File: src/rtl/id_stage_pipe.sv
// Decode stage for the OpenMIPS logic/shift subset with an integrated ID/EX register.
// Resolves operands through EX/MEM forwarding and requests a stall on load-use hazards.
module id_stage_pipe #(
    parameter int DATA_W = 32,
    parameter int REG_AW = 5,
    parameter int FWD_EN = 1,
    parameter int STAT_W = 16
) (
    input  logic              clk,
    input  logic              rst,
    input  logic [31:0]       pc_i,
    input  logic [31:0]       inst_i,
    input  logic              inst_valid_i,
    output logic [REG_AW-1:0] reg1_addr_o,
    output logic [REG_AW-1:0] reg2_addr_o,
    output logic              reg1_read_o,
    output logic              reg2_read_o,
    input  logic [DATA_W-1:0] reg1_data_i,
    input  logic [DATA_W-1:0] reg2_data_i,
    input  logic              ex_wreg_i,
    input  logic [REG_AW-1:0] ex_wd_i,
    input  logic [DATA_W-1:0] ex_wdata_i,
    input  logic              ex_is_load_i,
    input  logic              mem_wreg_i,
    input  logic [REG_AW-1:0] mem_wd_i,
    input  logic [DATA_W-1:0] mem_wdata_i,
    input  logic              stall_i,
    input  logic              flush_i,
    output logic              stall_req_o,
    output logic              ex_valid_o,
    output logic [31:0]       ex_pc_o,
    output logic [7:0]        ex_aluop_o,
    output logic [2:0]        ex_alusel_o,
    output logic [DATA_W-1:0] ex_reg1_o,
    output logic [DATA_W-1:0] ex_reg2_o,
    output logic [REG_AW-1:0] ex_wd_o,
    output logic              ex_wreg_o,
    output logic              ex_inst_invalid_o,
    output logic [STAT_W-1:0] stat_stall_cnt_o
);

    localparam logic [7:0] EXE_NOP_OP    = 8'b0000_0000;
    localparam logic [7:0] EXE_AND_OP    = 8'b0010_0100;
    localparam logic [7:0] EXE_OR_OP     = 8'b0010_0101;
    localparam logic [7:0] EXE_XOR_OP    = 8'b0010_0110;
    localparam logic [7:0] EXE_NOR_OP    = 8'b0010_0111;
    localparam logic [7:0] EXE_SLL_OP    = 8'b0111_1100;
    localparam logic [7:0] EXE_SRL_OP    = 8'b0000_0010;
    localparam logic [7:0] EXE_SRA_OP    = 8'b0000_0011;
    localparam logic [2:0] EXE_RES_NOP   = 3'b000;
    localparam logic [2:0] EXE_RES_LOGIC = 3'b001;
    localparam logic [2:0] EXE_RES_SHIFT = 3'b010;

    // A zeroed slot is exactly a bubble because the NOP codes are all zero.
    typedef struct packed {
        logic              valid;
        logic [31:0]       pc;
        logic [7:0]        aluop;
        logic [2:0]        alusel;
        logic [DATA_W-1:0] reg1;
        logic [DATA_W-1:0] reg2;
        logic [REG_AW-1:0] wd;
        logic              wreg;
        logic              invalid;
    } slot_t;

    logic [5:0]        op, funct;
    logic [REG_AW-1:0] rs, rt, rd, r1_addr;
    logic              rd1, rd2;
    logic [DATA_W-1:0] imm1, imm2;
    slot_t             dec, slot;
    logic [STAT_W-1:0] stall_cnt;

    assign op    = inst_i[31:26];
    assign funct = inst_i[5:0];
    assign rs    = REG_AW'(inst_i[25:21]);
    assign rt    = REG_AW'(inst_i[20:16]);
    assign rd    = REG_AW'(inst_i[15:11]);

    function automatic logic [DATA_W-1:0] resolve(
        input logic              en,
        input logic [REG_AW-1:0] addr,
        input logic [DATA_W-1:0] rdata,
        input logic [DATA_W-1:0] imm,
        input logic              exw,
        input logic [REG_AW-1:0] exd,
        input logic [DATA_W-1:0] exv,
        input logic              memw,
        input logic [REG_AW-1:0] memd,
        input logic [DATA_W-1:0] memv
    );
        if (!en)                                      return imm;
        else if (addr == '0)                          return '0;
        else if (FWD_EN != 0 && exw && exd == addr)   return exv;
        else if (FWD_EN != 0 && memw && memd == addr) return memv;
        else                                          return rdata;
    endfunction

    always_comb begin
        dec     = '0;
        r1_addr = rs;
        rd1     = 1'b0;
        rd2     = 1'b0;
        imm1    = '0;
        imm2    = '0;
        if (inst_valid_i) begin
            dec.valid = 1'b1;
            dec.pc    = pc_i;
            case (op)
                6'h0C, 6'h0D, 6'h0E: begin
                    dec.aluop  = (op == 6'h0C) ? EXE_AND_OP :
                                 (op == 6'h0D) ? EXE_OR_OP : EXE_XOR_OP;
                    dec.alusel = EXE_RES_LOGIC;
                    dec.wd     = rt;
                    dec.wreg   = 1'b1;
                    rd1        = 1'b1;
                    imm2       = DATA_W'(inst_i[15:0]);
                end
                6'h0F: begin
                    dec.aluop  = EXE_OR_OP;
                    dec.alusel = EXE_RES_LOGIC;
                    dec.wd     = rt;
                    dec.wreg   = 1'b1;
                    r1_addr    = '0;
                    rd1        = 1'b1;
                    imm2       = DATA_W'(inst_i[15:0]) << (DATA_W - 16);
                end
                6'h00: begin
                    case (funct)
                        6'h24, 6'h25, 6'h26, 6'h27: begin
                            dec.aluop  = (funct == 6'h24) ? EXE_AND_OP :
                                         (funct == 6'h25) ? EXE_OR_OP  :
                                         (funct == 6'h26) ? EXE_XOR_OP : EXE_NOR_OP;
                            dec.alusel = EXE_RES_LOGIC;
                            dec.wd     = rd;
                            dec.wreg   = 1'b1;
                            rd1        = 1'b1;
                            rd2        = 1'b1;
                        end
                        6'h00, 6'h02, 6'h03: begin
                            dec.aluop  = (funct == 6'h00) ? EXE_SLL_OP :
                                         (funct == 6'h02) ? EXE_SRL_OP : EXE_SRA_OP;
                            dec.alusel = EXE_RES_SHIFT;
                            dec.wd     = rd;
                            dec.wreg   = 1'b1;
                            rd2        = 1'b1;
                            imm1       = DATA_W'(inst_i[10:6]);
                        end
                        default: dec.invalid = 1'b1;
                    endcase
                end
                default: dec.invalid = 1'b1;
            endcase
        end
        dec.reg1 = resolve(rd1, r1_addr, reg1_data_i, imm1, ex_wreg_i, ex_wd_i, ex_wdata_i,
                           mem_wreg_i, mem_wd_i, mem_wdata_i);
        dec.reg2 = resolve(rd2, rt, reg2_data_i, imm2, ex_wreg_i, ex_wd_i, ex_wdata_i,
                           mem_wreg_i, mem_wd_i, mem_wdata_i);
    end

    assign reg1_addr_o = r1_addr;
    assign reg2_addr_o = rt;
    assign reg1_read_o = rd1;
    assign reg2_read_o = rd2;

    // Hazard is independent of FWD_EN: a load result is never available in ID.
    assign stall_req_o = inst_valid_i && ex_wreg_i && ex_is_load_i && (ex_wd_i != '0) &&
                         ((rd1 && ex_wd_i == r1_addr) || (rd2 && ex_wd_i == rt));

    always_ff @(posedge clk) begin
        if (!rst) begin
            slot      <= '0;
            stall_cnt <= '0;
        end else if (flush_i) begin
            slot <= '0;
        end else if (stall_i) begin
            slot <= slot;
        end else if (stall_req_o) begin
            slot <= '0;
            if (stall_cnt != '1) stall_cnt <= stall_cnt + 1'b1;
        end else begin
            slot <= dec;
        end
    end

    assign ex_valid_o        = slot.valid;
    assign ex_pc_o           = slot.pc;
    assign ex_aluop_o        = slot.aluop;
    assign ex_alusel_o       = slot.alusel;
    assign ex_reg1_o         = slot.reg1;
    assign ex_reg2_o         = slot.reg2;
    assign ex_wd_o           = slot.wd;
    assign ex_wreg_o         = slot.wreg;
    assign ex_inst_invalid_o = slot.invalid;
    assign stat_stall_cnt_o  = stall_cnt;

endmodule

File: config.mk
export PLATFORM = sky130hd
export DESIGN_NAME = id_stage_pipe
export DESIGN_NICKNAME = d
export VERILOG_FILES = /design/src/rtl/id_stage_pipe.sv
export SDC_FILE = /design/constraint.sdc
export NUM_CORES = 1
export LEC_CHECK = 0
export ABC_AREA = 1
export CAP_MARGIN = 10
export CORE_MARGIN = 5
export CORE_UTILIZATION = 46
export DETAILED_ROUTE_END_ITERATION = 7
export GPL_ROUTABILITY_DRIVEN = 0
export PLACE_DENSITY = 0.89
export SETUP_SLACK_MARGIN = 0.2
export SYNTH_ARGS = -nofsm -noshare
export SYNTH_HDL_FRONTEND = slang
export SYNTH_SLANG_ARGS = --single-unit
File: constraint.sdc
create_clock -name clk -period 8.2 [get_ports clk]
set_input_delay 2.46 -clock clk [delete_from_list [all_inputs] [get_ports clk]]
set_output_delay 2.46 -clock clk [all_outputs]
set_load 0.005 [all_outputs]
Word-level counts from Yosys, hierarchy flattened --
Cells that the tools add are included.
Operators by class: add/subtract/negate cells 1, equality and inequality tests 15, mux-type cells 37, bitwise gates (word level) 3, reductions and logical operators 23
Operators with widths (number):
- two-way mux 32 bit | 10
- two-way mux 115 bit | 1
- case mux 32 bit (2 select lines) | 1
- two-way mux 44 bit | 1
- case mux 10 bit (3 select lines) | 1
- == test 6 x 4 -> 1 bit, second input constant | 4
- == test 6 bit, second input constant | 4
- == test 5 bit | 4
- two-way mux 5 bit | 4
- case mux 10 bit (2 select lines) | 1
- adder 16 x 1 -> 16 bit, second input constant | 1
- != test 16 bit, second input constant | 1
- two-way mux 7 bit | 2
- == test 6 x 2 -> 1 bit, second input constant | 2
- zero test 6 bit | 2
- case mux 6 bit (2 select lines) | 1
- logical AND 1 bit | 10
- zero test 5 bit | 2
- two-way mux 1 bit | 8
- two-way mux 2 bit | 4
- OR reduction 4 bit | 2
- OR reduction 7 bit | 1
- two-way mux 6 bit | 1
- OR reduction 3 bit | 2
- 6 further kinds | 9
Word-level totals: flip-flop bits (word level) 131, input bits 210, output and inout port bits 144, word-level logic and storage cells 89

Longest topological paths before layout --
Gate-level depths: netlist (run 1).
word-level depth 10, mapped depth 17, mapped depth without buffers 17

Least setup slack after synthesis (run 1) --
Ideal clock, no wire load.
kind input to output, from input inst_i[31], to output stall_req_o, arrival time 3.796 ns, required time 5.740 ns, slack 1.944 ns, stages 13, buffers on the path 2, path through nor2_2 -> nand3_4 -> buf_6 -> nand3_2 -> nand2_1 -> clkinv_1 -> nand3_2 -> nor2_4 -> nand2_2 -> nand2_2 -> nand2_4 -> buf_6 -> clkinv_4
On the way: word-level cells in the longest chain between the ends 7, elaborated cells between the ends (all ways) 17, those cells by class eq/ne (5); mux (6); reduce/logical (6)
RTL lines:
- start: declaration | RTL line 12 | input logic [31:0] inst_i,
- == test 6 x 4 -> 1 bit | RTL line 109 | case (op)
- OR reduction 4 bit (no source line) or two-way mux 5 bit (tied branches)
- case mux 1 bit (2 select lines) or two-way mux 5 bit (tied branches) | RTL line 109, 106
- two-way mux 1 bit or == test 5 bit (tied branches) | RTL line 106, 168
- logical AND 1 bit | RTL line 168 | ((rd1 && ex_wd_i == r1_addr) || (rd2 && ex_wd_i == rt));
- logical OR 1 bit * | RTL line 168
- logical AND 1 bit * | RTL line 167 | assign stall_req_o = inst_valid_i && ex_wreg_i && ex_is_load_i && (ex_wd_i != '0) &&
- end: declaration | RTL line 29 | output logic stall_req_o,
Every way passes the cells marked *; elsewhere a longest branch is shown, timed or not.

Final worst setup path (run 1) --
from input inst_i[27], to output stall_req_o
The elaborated chain is that of the path after synthesis.

==> results of run 1 <==
## power by group through the flow
stage	Sequential, mW	Combinational, mW	Clock (mW)
after floorplan	0.638	0.106	0
after global placement	0.637	0.269	0
after detailed placement	0.637	0.272	0
after CTS	0.623	0.274	0.758
after global routing	0.624	0.299	0.788
final	0.623	0.278	0.752
## critical path: stages
cell             delay (ps)
clkdlybuf4s50_1         540
nand2_2                 110
nor2_4                  130
nand3_4                 270
nand2_1                 220
nand2_1                  70
nand2_1                  70
nand3_2                  90
nor2_4                  200
nand2_2                  70
nand2_2                 150
nand2_4                  80
clkinv_4                 70
clkdlybuf4s50_1         500
## final cells by class
| type | instances | area (um2) |
|---|---|---|
| diodes | 2 | 5.00 |
| clock buffers | 17 | 425 |
| clock inverters | 15 | 170 |
| fillers | 1420 | 5130 |
| inverters | 138 | 523 |
| multi-input cells | 946 | 4460 |
| flip-flops and latches | 126 | 2520 |
| well taps | 225 | 282 |
| repair buffers | 362 | 3600 |
## cell families (layout without fill, tap and decap cells)
logic type	Yosys count	after routing	share of synthesized area, %
and+or+nand+nor	653	653	36.0
adders and majority gates	1	1	0.157
other	1	4	0.0472
DFF	126	126	31.7
AOI/OAI and AO/OA	281	281	18.7
buffers and inverters	232	532	12.5
xor gates and xnor gates	9	9	0.991
## worst min path at each step
stage,depth (start not counted),end,slack (ps)
finish,2,ex_reg2_o[5],460
floorplan,2,ex_reg2_o[5],450
global route,2,ex_reg2_o[5],470
detailed placement,2,ex_reg2_o[5],450
global placement,2,ex_reg2_o[5],440
CTS,2,ex_reg2_o[5],450
## routing by layer
| metal | up-vias | part of all wire (%) |
|---|---|---|
| met4 | 6 | 4.7 |
| met5 | - | 0.084 |
| met1 | 4527 | 38 |
| met3 | 105 | 10 |
| met2 | 599 | 47 |
| li1 | 4835 | - |
## synthesized netlist by cell type
cell,count
inv_2,2
xor2_1,5
o2111ai_1,1
or2_1,1
nand2_2,6
o21ai_1,26
inv_1,132
or2_2,8
nand2_4,1
nand4_1,22
a21oi_1,129
nand3b_1,1
nor2_4,3
nand3_1,145
dfxtp_1,126
buf_4,10
nor3_1,14
nand2_1,272
nor2_2,4
nand3_4,2
nor4_1,2
o21a_1,1
clkinv_1,3
nand3_2,3
buf_6,8
o21ai_0,92
buf_1,6
nor2_8,1
xnor2_1,4
conb_1,1
o211ai_1,25
o22ai_1,7
nor2_1,166
ha_1,1
and3_1,1
or4_1,1
clkbuf_1,56
buf_2,14
clkinv_4,1
## flip-flops by register name, summed over array words and instances, names as in the netlist
register,cells
ex_inst_invalid_o,1
ex_pc_o,32
ex_wreg_o,1
ex_wd_o,5
stat_stall_cnt_o,16
ex_aluop_o,4
ex_alusel_o,2
ex_reg1_o,32
ex_valid_o,1
ex_reg2_o,32
## through the flow
step	hold slack (ps)	cell area, um2
floorplan	453	7960
global placement	444	11400
detailed placement	445	11400
CTS	454	12000
global route	471	12000
finish	458	12000
==> flow_summary.ini, run 1 <==
[synth]
postSynthCellCount = 1303
synth_seq_cells = 126
yosys_warnings = 0
ys_seq_area_share_pct = 31.7
synth.distinct_cells = 39
syn_area_per_cell_um2 = 6.10
yosys.area.top_type = dfxtp_1
synth_area_mm2 = 0.00795
synth_area_leaders = dfxtp_1, nand2_1, nand3_1
synth_top_cell_area_share_pct = 31.7

[run_status]
status = finished, final reports clean

[finish]
drive_above_1_share_pct = 4.93
fin_nets = 1802
final_common_cell = clkdlybuf4s50_1
final_cell_mix = clkdlybuf4s50_1, nand2_1, nor2_1
fin_util_pct = 70.0
synthToLayoutAreaGrowth_pct = 50.7
stdcell_count = 1831

[sta]
rsz0062_at_grt = false
max_freq_mhz = 133
fin_crit_ps = 7500
clock_skew_ps = 7.74
finalSetupTns_ps = 0
worst_slew_pin_slew_ps = 1190
fin_crit_sh_pct = 91.4
drv_slew = 0
slew_headroom_pct = 20.3
hold_viol_final = 0
setup_viol = 0
worst_slack_ps = 704

[critical_path]
r2r_end = stat_stall_cnt_o[5]
arrival_ps = 5040
crit_start = inst_i[27]
rr_startpoint = stat_stall_cnt_o[0]
endpoint_kind = output pin
r2r_slack_ps = 5890
start_kind = primary input
endpoint = stall_req_o
path_class = in -> out
critPathMaxFanout = 25
reg2reg_depth = 9
worst-endpoint-required_ps = 5740

[cts]
post_cts.repair.setup_buffers = 0
root_buffer = clkbuf_16
clock_sinks = 126
clk_pin_slew_ps = 60
ctsHoldBuffers = 0
postCtsResizedCells = 0
htreeDepth = 4
clock_latency_ps = 420
cts_buffer_depth = 2
cts_inserted_buffers = 17
cts_tree = yes

[power_and_ir_drop]
finalPower_mw = 1.65
power_frac_comb_pct = 16.8
swShare_pct = 29.2
leakage_nw = 5.01
p_per_area_mw_per_mm2 = 138
p_int_mw = 1.17
p_sw_mw = 0.483
pwr-share-seq_pct = 37.7
power.share.clock_pct = 45.5
ir_worst_vdd_mv = 0.144

[global_routing]
grt.busiest_layer = met2
grt_use_met3_pct = 8.53
grt.total_usage_pct = 31.8
grt_max_degree = 85
grt_pass1_vias = 9447
use_met1_pct = 38.1
antenna_found_initial = 5
grt_overflow = 0
met2_usage_pct = 53.4
grt_pass1_wl_um = 50700

[placement]
post-place-ws_ps = 719
io_buffer_count = 351
placedCellCount = 1796
dp_hpwl_um = 24700

[routing]
drtPass1Iterations = 7
drc_errors = 0
drt_iter0_drc = 1127
wire_per_inst_um = 18.2
drt_wl_total_um = 33400
ant_nets = 0
vias = 10072
viasPerCell = 5.50

[worst_hold_path]
min_from = ex_reg2_o[5]
worstHoldPathType = reg -> reg

[floorplanning]
die-area_mm2 = 0.0200
io_pins = 354
num_rows = 48
die_y_um = 141
core_mm2 = 0.0171
start_util_pct = 46.5
dieWidth_um = 141

[flow_run]
cap_violations = 0
No activity file was read; power rests on OpenSTA's default activity.
==> inputs of run 2 (changes only) <==
--- a/config.mk
+++ b/config.mk
@@ -12,6 +12,7 @@
 export DETAILED_ROUTE_END_ITERATION = 7
 export GPL_ROUTABILITY_DRIVEN = 0
 export PLACE_DENSITY = 0.89
+export RECOVER_POWER = 25
 export SETUP_SLACK_MARGIN = 0.2
 export SYNTH_ARGS = -nofsm -noshare
 export SYNTH_HDL_FRONTEND = slang
==> flow_summary.ini, run 2 (synthesis gave the netlist of run 1 again) <==
[critical_path]
reg2reg_depth = 9
crit_start = inst_i[27]
worst-endpoint-required_ps = 5740
cpLargestDelayFamily = simple AND/OR/NAND/NOR gates
cp_slowest_cell = clkdlybuf4s50_1
endpoint_kind = output pin
path_class = in -> out
slowest_delay_ps = 540
path_depth = 14
endpoint = stall_req_o
r2r_end = stat_stall_cnt_o[5]
path_cells = clkdlybuf4s50_1, nand2_2, nor2_4, nand3_4, nand2_1, nand2_1, nand2_1, nand3_2, nor2_4, nand2_2, nand2_2, nand2_4, clkinv_4, clkdlybuf4s50_1
path_buf_inv = 3
start_kind = primary input
critPathMaxFanout = 25
rr_startpoint = stat_stall_cnt_o[0]
arrival_ps = 5040
r2r_slack_ps = 5890

[routing]
drt_wl_total_um = 33300
drt_iter0_drc = 1124
ant_nets = 0
drc_errors = 0
viasPerCell = 5.49
drtPass1Iterations = 5
wire_per_inst_um = 18.2
vias = 10051

[cts]
postCtsResizedCells = 0
clock_sinks = 126
cts_tree = yes
clock_latency_ps = 430
cts_buffer_depth = 2
root_buffer = clkbuf_16
htreeDepth = 4
post_cts.repair.setup_buffers = 0
ctsHoldBuffers = 0
cts_inserted_buffers = 17
clk_pin_slew_ps = 60

[finish]
fin_nets = 1802
drive_above_1_share_pct = 4.93
fin_area_mm2 = 0.0120
synthToLayoutAreaGrowth_pct = 50.7
final_common_cell = clkdlybuf4s50_1
final_cell_mix = clkdlybuf4s50_1, nand2_1, nor2_1

[global_routing]
grt_pass1_vias = 9447
grt.total_usage_pct = 31.8
grt_overflow = 0
grt_pass1_wl_um = 50700
antenna_found_initial = 5
grt_max_degree = 85

[power_and_ir_drop]
finalPower_mw = 1.65
power_frac_comb_pct = 16.7
swShare_pct = 29.2
p_per_area_mw_per_mm2 = 138
p_int_mw = 1.17
p_sw_mw = 0.483
ir_worst_vdd_mv = 0.146
leakage_nw = 5.24
power.share.clock_pct = 45.6
pwr-share-seq_pct = 37.7

[sta]
hold_viol_final = 0
fin_crit_sh_pct = 91.4
fin_crit_ps = 7500
worst_slack_ps = 702
clock_skew_ps = 7.97
worst_slew_pin_slew_ps = 1200
slew_headroom_pct = 20.0
finalSetupTns_ps = 0
max_freq_mhz = 133
setup_viol = 0
rsz0062_at_grt = false
drv_slew = 0

[run_status]
status = finished, final reports clean

[placement]
post_dp_cell_area_mm2 = 0.0114
dp_hpwl_um = 24700
post-place-ws_ps = 719
io_buffer_count = 351

[floorplanning]
core_mm2 = 0.0171
dieWidth_um = 141
die_y_um = 141
die-area_mm2 = 0.0200
num_rows = 48
io_pins = 354
start_util_pct = 46.5

[worst_hold_path]
worstHoldPathType = reg -> reg

[flow_run]
cap_violations = 0
run 2: changes by cell type in the layout (fill, tap and decap cells not counted), sizes merged:
cell / delta
dlygate4sd3: +67
clkdlybuf4s50: -67
run 2: metrics by stage:
| step | util, % | std cells | hold WS (ps) |
|---|---|---|---|
| 3_3_place_gp | 66.4 | 1796 | 444 |
| 6_report | 70.0 | 1831 | 453 |
| 2_1_floorplan | - | 1304 | 453 |
| 4_1_cts | 69.9 | 1828 | 454 |
| 5_1_grt | 70.0 | 1831 | 469 |
| 3_5_place_dp | 66.4 | 1796 | 445 |
run 2: layer usage:
layer | wire (um) | global-route usage (%) | vias to the layer above
li1 | - | - | 4834
met1 | 12500 | 38.1 | 4532
met2 | 15600 | 53.4 | 573
met3 | 3520 | 8.53 | 106
met4 | 1590 | 14.6 | 6
met5 | 22 | 0 | -
run 2: worst min path at each step:
| stage | slack, ps | endpoint | cells after the start | start |
|---|---|---|---|---|
| final | 450 | ex_reg2_o[5] | 2 | ex_reg2_o[5] |
| after global routing | 470 | ex_reg2_o[5] | 2 | ex_reg2_o[5] |
| after CTS | 450 | ex_reg2_o[5] | 2 | ex_reg2_o[5] |
| after detailed placement | 450 | ex_reg2_o[5] | 2 | ex_reg2_o[5] |
| after global placement | 440 | ex_reg2_o[5] | 2 | ex_reg2_o[5] |
| after floorplan | 450 | ex_reg2_o[5] | 2 | ex_reg2_o[5] |
run 2: tightest hold or removal path: stages, from the launching register on:
cell	delay, ps
dfxtp_1	310
nand2_1	50
a21oi_1	50
run 2: final cells by class:
cell class	count	area, um2
clock buffer	17	425
tap	225	282
fill	1420	5130
multi-input combinational	946	4460
sequential	126	2520
clock inverter	15	170
timing repair buffer	362	3600
inverter	138	523
antenna	2	5.00
run 2: power by group through the flow:
stage | Clock (mW) | Combinational (mW) | Sequential, mW
finish | 0.753 | 0.276 | 0.623
detailed placement | 0 | 0.272 | 0.637
global route | 0.788 | 0.297 | 0.624
CTS | 0.758 | 0.274 | 0.623
global placement | 0 | 0.269 | 0.637
floorplan | 0 | 0.106 | 0.638
==> inputs of run 3 (changes only) <==
--- a/config.mk
+++ b/config.mk
@@ -14,6 +14,7 @@
 export PLACE_DENSITY = 0.89
 export RECOVER_POWER = 25
 export SETUP_SLACK_MARGIN = 0.2
+export SKIP_LAST_GASP = 1
 export SYNTH_ARGS = -nofsm -noshare
 export SYNTH_HDL_FRONTEND = slang
 export SYNTH_SLANG_ARGS = --single-unit
==> results of run 3 <==
Same layout as run 2: the final DEF is identical, and so are final timing and power.
